[src/rtl/ulpi_phy_emu.sv]
// ULPI PHY emulator: answers link register writes/reads, TX CMDs and PHY reset, and issues RX CMDs on line-state changes.
// Optional build macro ULPI_EMU_LINESTATE_FILTER_EN adds a LINESTATE stability filter of FILTER_CYCLES cycles.
module ulpi_phy_emu #(
    parameter int STARTUP_CYCLES = 8,
    parameter int RESET_CYCLES   = 16,
    parameter int FILTER_CYCLES  = 4
) (
    input  logic       USB_CLKIN,
    input  logic       NRST,
    input  logic [7:0] ULPI_DATA_I,
    output logic [7:0] ULPI_DATA_O,
    output logic       ULPI_DATA_OE,
    output logic       ULPI_DIR,
    output logic       ULPI_NXT,
    input  logic       ULPI_STP,
    input  logic [1:0] LINESTATE,
    input  logic [1:0] VBUS_STATE,
    output logic       TX_ACTIVE,
    output logic [3:0] TX_PID,
    output logic [7:0] TX_BYTE,
    output logic       TX_BYTE_VLD,
    output logic [7:0] REG_FUNC_CTRL,
    output logic [7:0] REG_OTG_CTRL,
    output logic [3:0] state_dbg
);

    localparam logic [3:0] ST_STARTUP   = 4'd0;
    localparam logic [3:0] ST_IDLE      = 4'd1;
    localparam logic [3:0] ST_WR_CMD    = 4'd2;
    localparam logic [3:0] ST_WR_DATA   = 4'd3;
    localparam logic [3:0] ST_WR_STP    = 4'd4;
    localparam logic [3:0] ST_RD_CMD    = 4'd5;
    localparam logic [3:0] ST_RD_TA1    = 4'd6;
    localparam logic [3:0] ST_RD_DATA   = 4'd7;
    localparam logic [3:0] ST_RD_TA2    = 4'd8;
    localparam logic [3:0] ST_TX_CMD    = 4'd9;
    localparam logic [3:0] ST_TX_DATA   = 4'd10;
    localparam logic [3:0] ST_RX_TA1    = 4'd11;
    localparam logic [3:0] ST_RX_DATA   = 4'd12;
    localparam logic [3:0] ST_RX_TA2    = 4'd13;
    localparam logic [3:0] ST_PHY_RESET = 4'd14;

    // One width covers every cycle counter in the block, filter included.
    localparam int MAX_SR  = (STARTUP_CYCLES > RESET_CYCLES) ? STARTUP_CYCLES : RESET_CYCLES;
    localparam int MAX_ALL = (MAX_SR > FILTER_CYCLES) ? MAX_SR : FILTER_CYCLES;
    localparam int CNT_W   = $clog2(MAX_ALL + 1);

    logic [3:0]       state;
    logic [CNT_W-1:0] cnt;
    logic [5:0]       addr;
    logic [7:0]       wr_data;
    logic [7:0]       dout;
    logic [3:0]       tx_pid;
    logic [7:0]       func_ctrl;
    logic [7:0]       otg_ctrl;
    logic [1:0]       ls_rep;
    logic [1:0]       ls_cur;
    logic [7:0]       func_wr;
    logic [7:0]       otg_wr;
    logic             func_hit;
    logic             otg_hit;
    logic [7:0]       rd_val;
    logic             tx_take;

`ifdef ULPI_EMU_LINESTATE_FILTER_EN
    logic [1:0]       ls_cand;
    logic [1:0]       ls_filt;
    logic [CNT_W-1:0] flt_cnt;
    logic [CNT_W-1:0] flt_nxt;

    // flt_cnt counts consecutive samples equal to ls_cand, saturating at FILTER_CYCLES.
    always_comb begin
        flt_nxt = CNT_W'(1);
        if (LINESTATE == ls_cand) begin
            if (flt_cnt == CNT_W'(FILTER_CYCLES)) flt_nxt = flt_cnt;
            else                                  flt_nxt = flt_cnt + 1'b1;
        end
    end

    always_ff @(posedge USB_CLKIN or negedge NRST) begin
        if (!NRST) begin
            ls_cand <= 2'b00;
            ls_filt <= 2'b00;
            flt_cnt <= '0;
        end else begin
            ls_cand <= LINESTATE;
            flt_cnt <= flt_nxt;
            if (flt_nxt == CNT_W'(FILTER_CYCLES)) ls_filt <= LINESTATE;
        end
    end

    assign ls_cur = ls_filt;
`else
    assign ls_cur = LINESTATE;
`endif

    always_comb begin
        func_wr  = func_ctrl;
        otg_wr   = otg_ctrl;
        func_hit = 1'b0;
        otg_hit  = 1'b0;
        case (addr)
            6'h04: begin func_wr = wr_data;              func_hit = 1'b1; end
            6'h05: begin func_wr = func_ctrl | wr_data;  func_hit = 1'b1; end
            6'h06: begin func_wr = func_ctrl & ~wr_data; func_hit = 1'b1; end
            6'h0A: begin otg_wr  = wr_data;              otg_hit  = 1'b1; end
            6'h0B: begin otg_wr  = otg_ctrl | wr_data;   otg_hit  = 1'b1; end
            6'h0C: begin otg_wr  = otg_ctrl & ~wr_data;  otg_hit  = 1'b1; end
            default: ;
        endcase
    end

    always_comb begin
        rd_val = 8'h00;
        case (addr)
            6'h04, 6'h05, 6'h06: rd_val = func_ctrl;
            6'h0A, 6'h0B, 6'h0C: rd_val = otg_ctrl;
            default: ;
        endcase
    end

    always_ff @(posedge USB_CLKIN or negedge NRST) begin
        if (!NRST) begin
            state     <= ST_STARTUP;
            cnt       <= '0;
            addr      <= '0;
            wr_data   <= 8'h00;
            dout      <= 8'h00;
            tx_pid    <= 4'h0;
            func_ctrl <= 8'h41;
            otg_ctrl  <= 8'h06;
            ls_rep    <= 2'b00;
        end else begin
            case (state)
                ST_STARTUP: begin
                    // Track the line during startup so the first RX CMD reports a real change.
                    ls_rep <= ls_cur;
                    if (cnt == CNT_W'(STARTUP_CYCLES - 1)) begin
                        cnt   <= '0;
                        state <= ST_IDLE;
                    end else begin
                        cnt <= cnt + 1'b1;
                    end
                end
                ST_IDLE: begin
                    if (ULPI_DATA_I != 8'h00) begin
                        addr <= ULPI_DATA_I[5:0];
                        case (ULPI_DATA_I[7:6])
                            2'b10: state <= ST_WR_CMD;
                            2'b11: state <= ST_RD_CMD;
                            2'b01: begin
                                tx_pid <= ULPI_DATA_I[3:0];
                                state  <= ST_TX_CMD;
                            end
                            default: ;
                        endcase
                    end else if (ls_cur != ls_rep) begin
                        ls_rep <= ls_cur;
                        dout   <= {4'b0001, VBUS_STATE, ls_cur};
                        state  <= ST_RX_TA1;
                    end
                end
                ST_WR_CMD:  state <= ST_WR_DATA;
                ST_WR_DATA: begin
                    wr_data <= ULPI_DATA_I;
                    state   <= ST_WR_STP;
                end
                ST_WR_STP: begin
                    if (ULPI_STP) begin
                        if (func_hit) func_ctrl <= func_wr;
                        if (otg_hit)  otg_ctrl  <= otg_wr;
                        if (func_hit && func_wr[5]) begin
                            cnt   <= '0;
                            state <= ST_PHY_RESET;
                        end else begin
                            state <= ST_IDLE;
                        end
                    end
                end
                ST_RD_CMD: state <= ST_RD_TA1;
                ST_RD_TA1: begin
                    dout  <= rd_val;
                    state <= ST_RD_DATA;
                end
                ST_RD_DATA: state <= ST_RD_TA2;
                ST_RD_TA2:  state <= ST_IDLE;
                ST_TX_CMD:  state <= ULPI_STP ? ST_IDLE : ST_TX_DATA;
                ST_TX_DATA: if (ULPI_STP) state <= ST_IDLE;
                ST_RX_TA1:  state <= ST_RX_DATA;
                ST_RX_DATA: state <= ST_RX_TA2;
                ST_RX_TA2:  state <= ST_IDLE;
                ST_PHY_RESET: begin
                    if (cnt == CNT_W'(RESET_CYCLES - 1)) begin
                        cnt       <= '0;
                        func_ctrl <= func_ctrl & ~8'h20;
                        otg_ctrl  <= 8'h06;
                        state     <= ST_IDLE;
                    end else begin
                        cnt <= cnt + 1'b1;
                    end
                end
                default: state <= ST_IDLE;
            endcase
        end
    end

    // Data-phase NXT and the byte strobe follow STP within the same cycle.
    assign tx_take = (state == ST_TX_DATA) && !ULPI_STP;

    always_comb begin
        ULPI_DIR     = (state == ST_STARTUP) || (state == ST_PHY_RESET) ||
                       (state == ST_RD_TA1)  || (state == ST_RD_DATA)   ||
                       (state == ST_RX_TA1)  || (state == ST_RX_DATA);
        ULPI_DATA_OE = (state == ST_RD_DATA) || (state == ST_RX_DATA);
        ULPI_DATA_O  = ULPI_DATA_OE ? dout : 8'h00;
        ULPI_NXT     = (state == ST_WR_CMD) || (state == ST_WR_DATA) ||
                       (state == ST_RD_CMD) || (state == ST_TX_CMD)  || tx_take;
        TX_ACTIVE    = (state == ST_TX_CMD) || (state == ST_TX_DATA);
        TX_BYTE_VLD  = tx_take;
        TX_BYTE      = tx_take ? ULPI_DATA_I : 8'h00;
    end

    assign TX_PID        = tx_pid;
    assign REG_FUNC_CTRL = func_ctrl;
    assign REG_OTG_CTRL  = otg_ctrl;
    assign state_dbg     = state;

endmodule

[config.mk]
export PLATFORM = sky130hd
export DESIGN_NAME = ulpi_phy_emu
export DESIGN_NICKNAME = d
export VERILOG_FILES = /design/src/rtl/ulpi_phy_emu.sv
export SDC_FILE = /design/constraint.sdc
export NUM_CORES = 1
export LEC_CHECK = 0
export ABC_CLOCK_PERIOD_IN_PS = 2450
export CAP_MARGIN = 20
export CORE_MARGIN = 4
export CORE_UTILIZATION = 40
export CTS_CLUSTER_SIZE = 28
export DETAILED_ROUTE_END_ITERATION = 8
export PLACE_DENSITY = 0.7
export SLEW_MARGIN = 20
export SYNTH_ARGS = -nofsm -noshare
export SYNTH_HDL_FRONTEND = slang
export SYNTH_SLANG_ARGS = --single-unit
[constraint.sdc]
create_clock -name USB_CLKIN -period 2.45 [get_ports USB_CLKIN]
set_input_delay 0.245 -clock USB_CLKIN [delete_from_list [all_inputs] [get_ports USB_CLKIN]]
set_output_delay 0.245 -clock USB_CLKIN [all_outputs]
set_load 0.02 [all_outputs]
==> impl_metrics.yaml, run 1 <==
place:
  place_ws_ns: 0.07655
  io_buffers: 59
  routabilityCongestion: 0.8607
  dpl_cell_area_mm2: 0.004016
  hpwl_um: 6630
outcome:
  outcome: "completed"
clock_tree:
  clock_path_buffers: 2
  clk_pin_slew_worst_paths_ns: 0.10
  clk_latency_ns: 0.31
  cts_sinks: 53
  cts-buffers-inserted: 5
  cts-root-buf: "clkbuf_8"
  htreeDepth: 2
  cts_tree: "yes"
critical_path:
  crit_path_max_fanout: 9
  crit_slowest_cell: "clkdlybuf4s50_1"
  cpPeakStageDelay_ns: 0.59
  cp.arrival_ns: 2.10
  path_class: "reg -> out"
  startpoint_type: "register"
  worstPathRequired_ns: 2.20
  worstSetupEndpointType: "primary output"
  r2r_slack_ns: 0.20
  cp_cell_sequence: "or3_1 > a21oi_1 > a21o_1 > clkdlybuf4s50_1"
global_routing:
  overflow: 0
  grt_max_degree: 27
  grt_util_all_layers_pct: 18.63
  antenna_found_initial: 0
  grt_pass1_wl_um: 14590
  grt_pass1_vias: 2888
final_layout:
  nNetsFinal: 438
  drive_above_1_share_pct: 19.71
  postLayoutCellArea_mm2: 0.004204
  multi_input_area_mm2: 0.001747
  final_cell_mix: "clkdlybuf4s50_1 (52), dfrtp_1 (46), buf_4 (35)"
  num-fill-cells: 734
  synthToLayoutAreaGrowth_pct: 31.20
  final_common_cell: "clkdlybuf4s50_1"
  diodes: 0
  seq_area_mm2: 0.001335
  final_util_pct: 54.12
sta:
  finalCriticalPeriod_ns: 2.344
  maxSlewViolCount: 0
  worstMarginPinSlew_ns: 0.5281
  slew_headroom_pct: 63.89
  min_period_over_period_pct: 95.69
  timing.hold.ws_ns: 0.2456
  setup_slack_ns: 0.1057
  finalSetupViolCount: 0
  fin_setup_tns_ns: 0
  worst_clock_skew_ns: 0.009316
  max_freq_mhz: 426.6
  finalHoldViolations: 0
drt:
  post_drt_wl_per_cell_um: 16.74
  vias: 2941
  remaining_drc_errors: 0
  drtAntennaViolNets: 0
  wl_um: 8754
  drt_pass1_iterations: 5
  drt_iter0_drc: 244
  via_per_inst: 5.623
floorplanning:
  dieArea_mm2: 0.009507
  initial_utilization_pct: 41.25
  rows: 32
  pin_count: 60
  core_mm2: 0.007767
  die_w_um: 97.51
  die_h_um: 97.51
synth:
  synth_cell_types: 61
  synth-seq-area-share_pct: 41.55
  yosysWarningCount: 0
  ys_ff_latch: 53
  syn-num-nets: 352
  synth_cells: 334
  syn_area_per_cell_um2: 9.594
  ys.flop_type: "dfrtp_1"
  synthArstFlopShare_pct: 100.0
  synth_edf_count: 0
  synth_top_cell_by_area: "dfrtp_1"
  synth_top_area_share_pct: 38.27
  synth_area_leaders: "dfrtp_1 (38%), mux2_2 (7.0%), o21ai_0 (3.9%)"
  synth_area_mm2: 0.003204
pwr:
  leakage_nw: 1.903
  ir_worst_vdd_mv: 0.4882
  powerDensity_mw_per_mm2: 993.0
hold_path:
  worstHoldPathType: "in -> async"
flow_run:
  drv_cap: 0
timing repair:
action | CTS | global route
gates resized for setup | 3 | 6
hold endpoints to repair | 49 | 0
hold buffers | 1 | 0
setup buffers | 0 | 10
setup endpoints to repair | 19 | 19
final timing paths:
check | depth (start not counted) | endpoint | startpoint
min in group USB_CLKIN | 1 | dout[0] | dout[0]
setup / recovery | 4 | ULPI_DIR | state_dbg[1]
setup reg to reg | 9 | state_dbg[3] | cnt[0]
max in group asynchronous | 3 | REG_FUNC_CTRL[0] | NRST
hold reg to reg | 1 | dout[0] | dout[0]
hold / removal | 2 | TX_PID[1] | NRST
metrics by stage:
stage          total power [mW]  std cells
2_1_floorplan             2.849        334
3_3_place_gp              3.517        504
3_5_place_dp              3.573        504
4_1_cts                   4.092        513
5_1_grt                   4.468        523
6_report                  4.175        523
kinds of logic after synthesis:
| group | after synthesis | share of synthesized area [%] |
|---|---|---|
| AO/OA/AOI/OAI | 98 | 21.71 |
| XOR/XNOR | 2 | 0.5468 |
| adder cells (fa/ha/maj) | 3 | 1.172 |
| buffers and inverters | 25 | 4.139 |
| flip-flops | 53 | 41.55 |
| multiplexers | 25 | 8.747 |
| AND/OR/NAND/NOR | 128 | 22.14 |
routing by layer:
metal	share of wire [%]	up-vias	wire [um]	GRT usage, %
met2	47	95	4098	30.79
met4	2.0	0	175	6.496
met5	0	-	0	0
met1	46	1424	4026	24.94
li1	-	1407	-	-
met3	5.2	15	453	2.584
cell usage after synthesis (6+ instances only):
cell type  instances
nor2_1            31
and3_1            10
inv_1              8
nand2b_1           8
and2_1            10
a22o_1             7
dfrtp_1           49
a221oi_1           6
buf_2              9
o21ai_0           25
o21ai_1            6
a21oi_1           14
a22oi_1           12
nand3_1            8
nand3b_1           8
nand2_1           26
mux2_2            20
registers in the layout (all words and copies together) (netlist names):
| signal | flops |
|---|---|
| dout | 8 |
| REG_FUNC_CTRL | 8 |
| wr_data | 8 |
| addr | 6 |
| cnt | 5 |
| ls_rep | 2 |
| REG_OTG_CTRL | 8 |
| TX_PID | 4 |
| state_dbg | 4 |
final cells by class:
cell class	instances	share of cell area [%]
Multi-Input combinational cell	256	41.55
Sequential cell	53	31.76
Timing Repair Buffer	96	20.89
Tap cell	102	3.036
Clock buffer	6	1.726
Inverter	8	0.7143
Clock inverter	2	0.3274
critical path, delay by kind of cell (launching register included):
family / cells / cell delay (ns)
buf+inv: 1 / 0.59
flops: 1 / 0.48
simple gates: 1 / 0.45
compound gates: 2 / 0.27
power by group:
group          total [mW]  internal (mW)  switching, mW
combinational        2.12           1.03           1.09
sequential           1.55           1.19          0.354
clock               0.505          0.205          0.301
total                4.17           2.43           1.74
No activity file was read; power rests on OpenSTA's default activity.
==> run 2: changes to the inputs <==
--- a/config.mk
+++ b/config.mk
@@ -6,12 +6,11 @@
 export NUM_CORES = 1
 export LEC_CHECK = 0
 export ABC_CLOCK_PERIOD_IN_PS = 2450
-export CAP_MARGIN = 20
-export CORE_MARGIN = 4
-export CORE_UTILIZATION = 40
+export CORE_MARGIN = 3
+export CORE_UTILIZATION = 53
 export CTS_CLUSTER_SIZE = 28
 export DETAILED_ROUTE_END_ITERATION = 8
-export PLACE_DENSITY = 0.7
+export PLACE_DENSITY = 0.87
 export SLEW_MARGIN = 20
 export SYNTH_ARGS = -nofsm -noshare
 export SYNTH_HDL_FRONTEND = slang
==> run 2 against run 1 <==
Net effect: setup slack worse by 0.0021 ns; critical path depth is 1 higher; power increased by 0.78%; clock power is 21% higher; non-clock buffer count down 13; utilization rose by 18 points; global-route usage rose by 6.2 points; combinational power fell by 4%; worst hold slack improved by 0.19 ns; count of clock-buffer cells in the layout down 1; via count grew 1.6%; final area down 2.8%.
==> impl_metrics.yaml, run 2 (synthesized netlist as in run 1, its figures left out) <==
drt:
  wl_um: 8543
  via_per_inst: 6.223
  vias: 2987
  remaining_drc_errors: 0
  drt_iter0_drc: 338
  drt_pass1_iterations: 6
  post_drt_wl_per_cell_um: 17.80
  drtAntennaViolNets: 0
flow_run:
  drv_cap: 0
global_routing:
  grt_max_degree: 29
  grt_util_all_layers_pct: 24.86
  grt_pass1_wl_um: 14380
  grtUsageMet1_pct: 32.72
  overflow: 0
  antenna_found_initial: 0
  top_usage_layer: "met2"
  grt_pass1_vias: 2886
  grt_util_met3_pct: 3.653
  grt_use_met2_pct: 42.15
critical_path:
  worstSetupEndpointType: "primary output"
  cpPeakStageDelay_ns: 0.61
  startpoint_type: "register"
  cp.arrival_ns: 2.10
  crit_path_max_fanout: 10
  path_class: "reg -> out"
  crit_slowest_cell: "clkdlybuf4s50_1"
  cpLargestDelayFamily: "buffers and inverters"
  worstPathRequired_ns: 2.20
  worst-path-buf-inv: 2
  cp_cell_sequence: "nand2b_2 > nor2_1 > buf_4 > and2_1 > clkdlybuf4s50_1"
pwr:
  p_comb_share_pct: 48.5
  powerDensity_mw_per_mm2: 1029
  internal_power_mw: 2.466
  p_sw_mw: 1.741
  clkPwrFrac_pct: 14.6
  leakage_nw: 1.739
  p_total_mw: 4.207
  ir_worst_vdd_mv: 0.6734
  seq_power_share_pct: 37.0
  switching_share_pct: 41.38
floorplanning:
  core_mm2: 0.005675
  rows: 27
  pin_count: 60
  initial_utilization_pct: 56.46
  die_h_um: 83.76
  dieArea_mm2: 0.007015
  die_w_um: 83.76
sta:
  finalHoldViolations: 0
  max_freq_mhz: 426.2
  slew_headroom_pct: 51.36
  min_period_over_period_pct: 95.77
  worstMarginPinSlew_ns: 0.7256
  maxSlewViolCount: 0
  rsz0062_at_grt: "no"
  finalCriticalPeriod_ns: 2.346
  finalSetupViolCount: 0
  worst_clock_skew_ns: 0.007192
  fin_setup_tns_ns: 0
clock_tree:
  cts_setup_buffers: 0
  cts-buffers-inserted: 5
  clock_path_buffers: 2
  clk_pin_slew_worst_paths_ns: 0.10
  clk_latency_ns: 0.32
  cts-root-buf: "clkbuf_8"
  cts_tree: "yes"
  htreeDepth: 2
  cts_sinks: 53
place:
  hpwl_um: 6342
  dpl_cell_area_mm2: 0.003956
  io_buffers: 59
  routabilityCongestion: 0.9037
final_layout:
  postLayoutCellArea_mm2: 0.004086
  synthToLayoutAreaGrowth_pct: 27.53
  drive_above_1_share_pct: 17.65
  nNetsFinal: 425
  diodes: 0
  final_cell_mix: "clkdlybuf4s50_1 (58), dfrtp_1 (47), nor2_1 (31)"
  final_common_cell: "clkdlybuf4s50_1"
hold_path:
  worstHoldPathType: "in -> async"
outcome:
  outcome: "completed"
[run 2: stage by stage]
step / setup WS [ns] / instances / hold slack [ns] / utilization (%)
finish: 0.1036 / 480 / 0.4348 / 72.00
CTS: 0.05328 / 480 / 0.4613 / 71.87
global placement: 0.1460 / 471 / 0.2563 / 69.71
detailed placement: 0.06496 / 471 / 0.2635 / 69.71
global route: 0.008946 / 480 / 0.4635 / 72.00
floorplan: 0.3319 / 334 / -0.05059 / -
[run 2: final timing paths]
path                       slack (ns)         start  cells past startpoint              end
max in group asynchronous        1.67          NRST                      3  REG_OTG_CTRL[2]
hold / removal                   0.43          NRST                      3        TX_PID[2]
setup / recovery                 0.10  state_dbg[0]                      5       TX_BYTE[3]
hold reg to reg                  0.49       dout[3]                      1          dout[3]
min in group USB_CLKIN           0.49       dout[3]                      1          dout[3]
setup reg to reg                 0.17        cnt[0]                      9     state_dbg[3]
[run 2: power groups by stage]
stage,Clock (mW),Sequential [mW],Combinational (mW)
floorplan,0,1.54,1.31
global placement,0,1.53,1.94
detailed placement,0,1.56,2.01
CTS,0.615,1.54,2.03
global route,0.658,1.61,2.22
finish,0.613,1.56,2.04
[run 2: worst register-to-register path: cells and delay by family, from the launching register on]
kind                     cells  cell delay [ns]
adder cells (fa/ha/maj)      2             0.45
AO/OA/AOI/OAI                3             0.52
buffers and inverters        1             0.08
AND/OR/NAND/NOR              3             0.76
flip-flops                   1             0.41
[run 2: metal layers]
| layer | up-vias | share of wire (%) |
|---|---|---|
| li1 | 1379 | - |
| met1 | 1440 | 42 |
| met2 | 147 | 49 |
| met3 | 21 | 6.9 |
| met4 | 0 | 2.1 |
| met5 | - | 0 |
[run 2: layout make-up]
cell class | instances | area [um2]
Multi-Input combinational cell | 256 | 1752
Fill cell | 411 | 1589
Sequential cell | 53 | 1334
Timing Repair Buffer | 83 | 768.2
Tap cell | 72 | 90.09
Clock buffer | 5 | 68.82
Clock inverter | 3 | 43.79
Inverter | 8 | 30.03
[run 2: what timing repair did]
item,in CTS,in global routing
hold buffers,1,0
gates resized for setup,0,4
hold endpoints to repair,49,0
setup endpoints to repair,0,23
==> run 3: changes to the inputs <==
--- a/config.mk
+++ b/config.mk
@@ -10,7 +10,7 @@
 export CORE_UTILIZATION = 53
 export CTS_CLUSTER_SIZE = 28
 export DETAILED_ROUTE_END_ITERATION = 8
-export PLACE_DENSITY = 0.87
+export PLACE_DENSITY = 0.88
 export SLEW_MARGIN = 20
 export SYNTH_ARGS = -nofsm -noshare
 export SYNTH_HDL_FRONTEND = slang
==> run 3 against run 2 <==
Net effect: clock power shrank 19%; sequential share of layout area is essentially flat; sequential power is essentially flat; fmax shrank 0.98%; register-to-register slack is essentially flat; power shrank 2.4%; utilization shrank 0.088 points; non-clock buffer count grew 1; routed wire length shrank 0.68%.
==> impl_metrics.yaml, run 3 (synthesized netlist as in run 1, its figures left out) <==
critical_path:
  worstRegToRegCells: 9
  r2r_start: "cnt[0]"
  path_class: "reg -> out"
  crit_path_max_fanout: 11
  r2r_slack_ns: 0.16
  cpLargestDelayFamily: "buffers and inverters"
  worstPathRequired_ns: 2.20
  crit_slowest_cell: "clkdlybuf4s50_1"
  worst-path-buf-inv: 2
  worstSetupEndpointType: "primary output"
  startpoint_type: "register"
  cp_cell_sequence: "nand2b_2 > nor2_1 > buf_4 > and2_1 > clkdlybuf4s50_1"
  cpPeakStageDelay_ns: 0.60
  cp.arrival_ns: 2.12
  timing.rr.end: "state_dbg[3]"
drt:
  post_drt_wl_per_cell_um: 17.64
  wl_um: 8485
  drt_pass1_iterations: 5
  remaining_drc_errors: 0
  drtAntennaViolNets: 0
  vias: 3042
  drt_iter0_drc: 342
  via_per_inst: 6.324
floorplanning:
  dieArea_mm2: 0.007015
  rows: 27
  die_h_um: 83.76
  initial_utilization_pct: 56.46
  pin_count: 60
  die_w_um: 83.76
  core_mm2: 0.005675
global_routing:
  grt_max_degree: 54
  grt_util_all_layers_pct: 24.52
  grt_pass1_vias: 2974
  grt_pass1_wl_um: 14260
  overflow: 0
  antenna_found_initial: 0
sta:
  min_period_over_period_pct: 96.72
  fin_setup_tns_ns: 0
  max_freq_mhz: 422.0
  rsz0062_at_grt: "no"
  worstMarginPinSlew_ns: 0.6643
  finalHoldViolations: 0
  worst_clock_skew_ns: 0.006287
  finalCriticalPeriod_ns: 2.370
  slew_headroom_pct: 55.71
  finalSetupViolCount: 0
  maxSlewViolCount: 0
  setup_slack_ns: 0.08047
  timing.hold.ws_ns: 0.04418
final_layout:
  num-fill-cells: 433
  diodes: 0
  final_cell_mix: "clkdlybuf4s50_1 (53), dfrtp_1 (47), nor2_1 (31)"
  drive_above_1_share_pct: 18.09
  nNetsFinal: 426
  final_common_cell: "clkdlybuf4s50_1"
  synthToLayoutAreaGrowth_pct: 27.37
  layout.cells.non_filler: 481
pwr:
  ir_worst_vdd_mv: 0.6994
  leakage_nw: 1.819
  powerDensity_mw_per_mm2: 1006
clock_tree:
  cts-root-buf: "clkbuf_8"
  cts_tree: "yes"
  clk_pin_slew_worst_paths_ns: 0.10
  cts-buffers-inserted: 5
  cts_sinks: 53
  htreeDepth: 2
  clk_latency_ns: 0.31
  clock_path_buffers: 2
flow_run:
  drv_cap: 0
place:
  hpwl_um: 6365
  dpl.cell_count: 472
  place_ws_ns: 0.04431
  routabilityCongestion: 0.9461
  io_buffers: 59
hold_path:
  worstHoldPathType: "in -> async"
outcome:
  outcome: "completed"
-- run 3: stage by stage --
step | utilization, % | area (um2) | total power [mW]
floorplan | - | 3204 | 2.849
global placement | 69.84 | 3964 | 3.480
detailed placement | 69.84 | 3964 | 3.579
CTS | 71.43 | 4054 | 4.076
global route | 71.91 | 4081 | 4.381
finish | 71.91 | 4081 | 4.105
-- run 3: final cells by class --
class / instances / area [um2] / area share, %
clock buffers: 6 / 72.57 / 1.778
clock inverters: 2 / 13.76 / 0.3372
inverters: 8 / 30.03 / 0.7357
multi-input cells: 256 / 1755 / 43.01
flip-flops and latches: 53 / 1334 / 32.68
well taps: 72 / 90.09 / 2.207
repair buffers: 84 / 785.8 / 19.25
-- run 3: per-layer routing --
layer	vias to the layer above	share of wire (%)	GRT usage (%)
met5	-	0	0
met1	1460	42	32.08
met4	0	2.4	8.918
met3	35	7.5	4.344
met2	168	48	40.64
li1	1379	-	-
-- run 3: power by group --
group          internal [mW]  switching (mW)  leakage, nW
Combinational          0.983            1.05         1.12
Clock                  0.204           0.290       0.0456
Sequential              1.19           0.380        0.650
Total                   2.38            1.73         1.82
-- run 3: timing repair --
action | CTS | global route
endpoints found under the hold margin | 0 | 0
pin swaps | 0 | 0
gates resized for setup | 2 | 9
hold buffers | 0 | 0
setup buffers | 0 | 1
endpoints found under the setup margin | 16 | 25
-- run 3: worst max-delay path by stage --
stage / startpoint / to / slack (ns) / cells after the start
floorplan: cnt[0] / state_dbg[3] / 0.33 / 9
global placement: ULPI_DATA_I[2] / dout[3] / 0.14 / 5
detailed placement: ULPI_DATA_I[2] / dout[2] / 0.04 / 5
CTS: state_dbg[1] / ULPI_DIR / 0.06 / 4
global route: state_dbg[0] / TX_BYTE[1] / 0.005 / 5
finish: state_dbg[0] / TX_BYTE[5] / 0.08 / 5
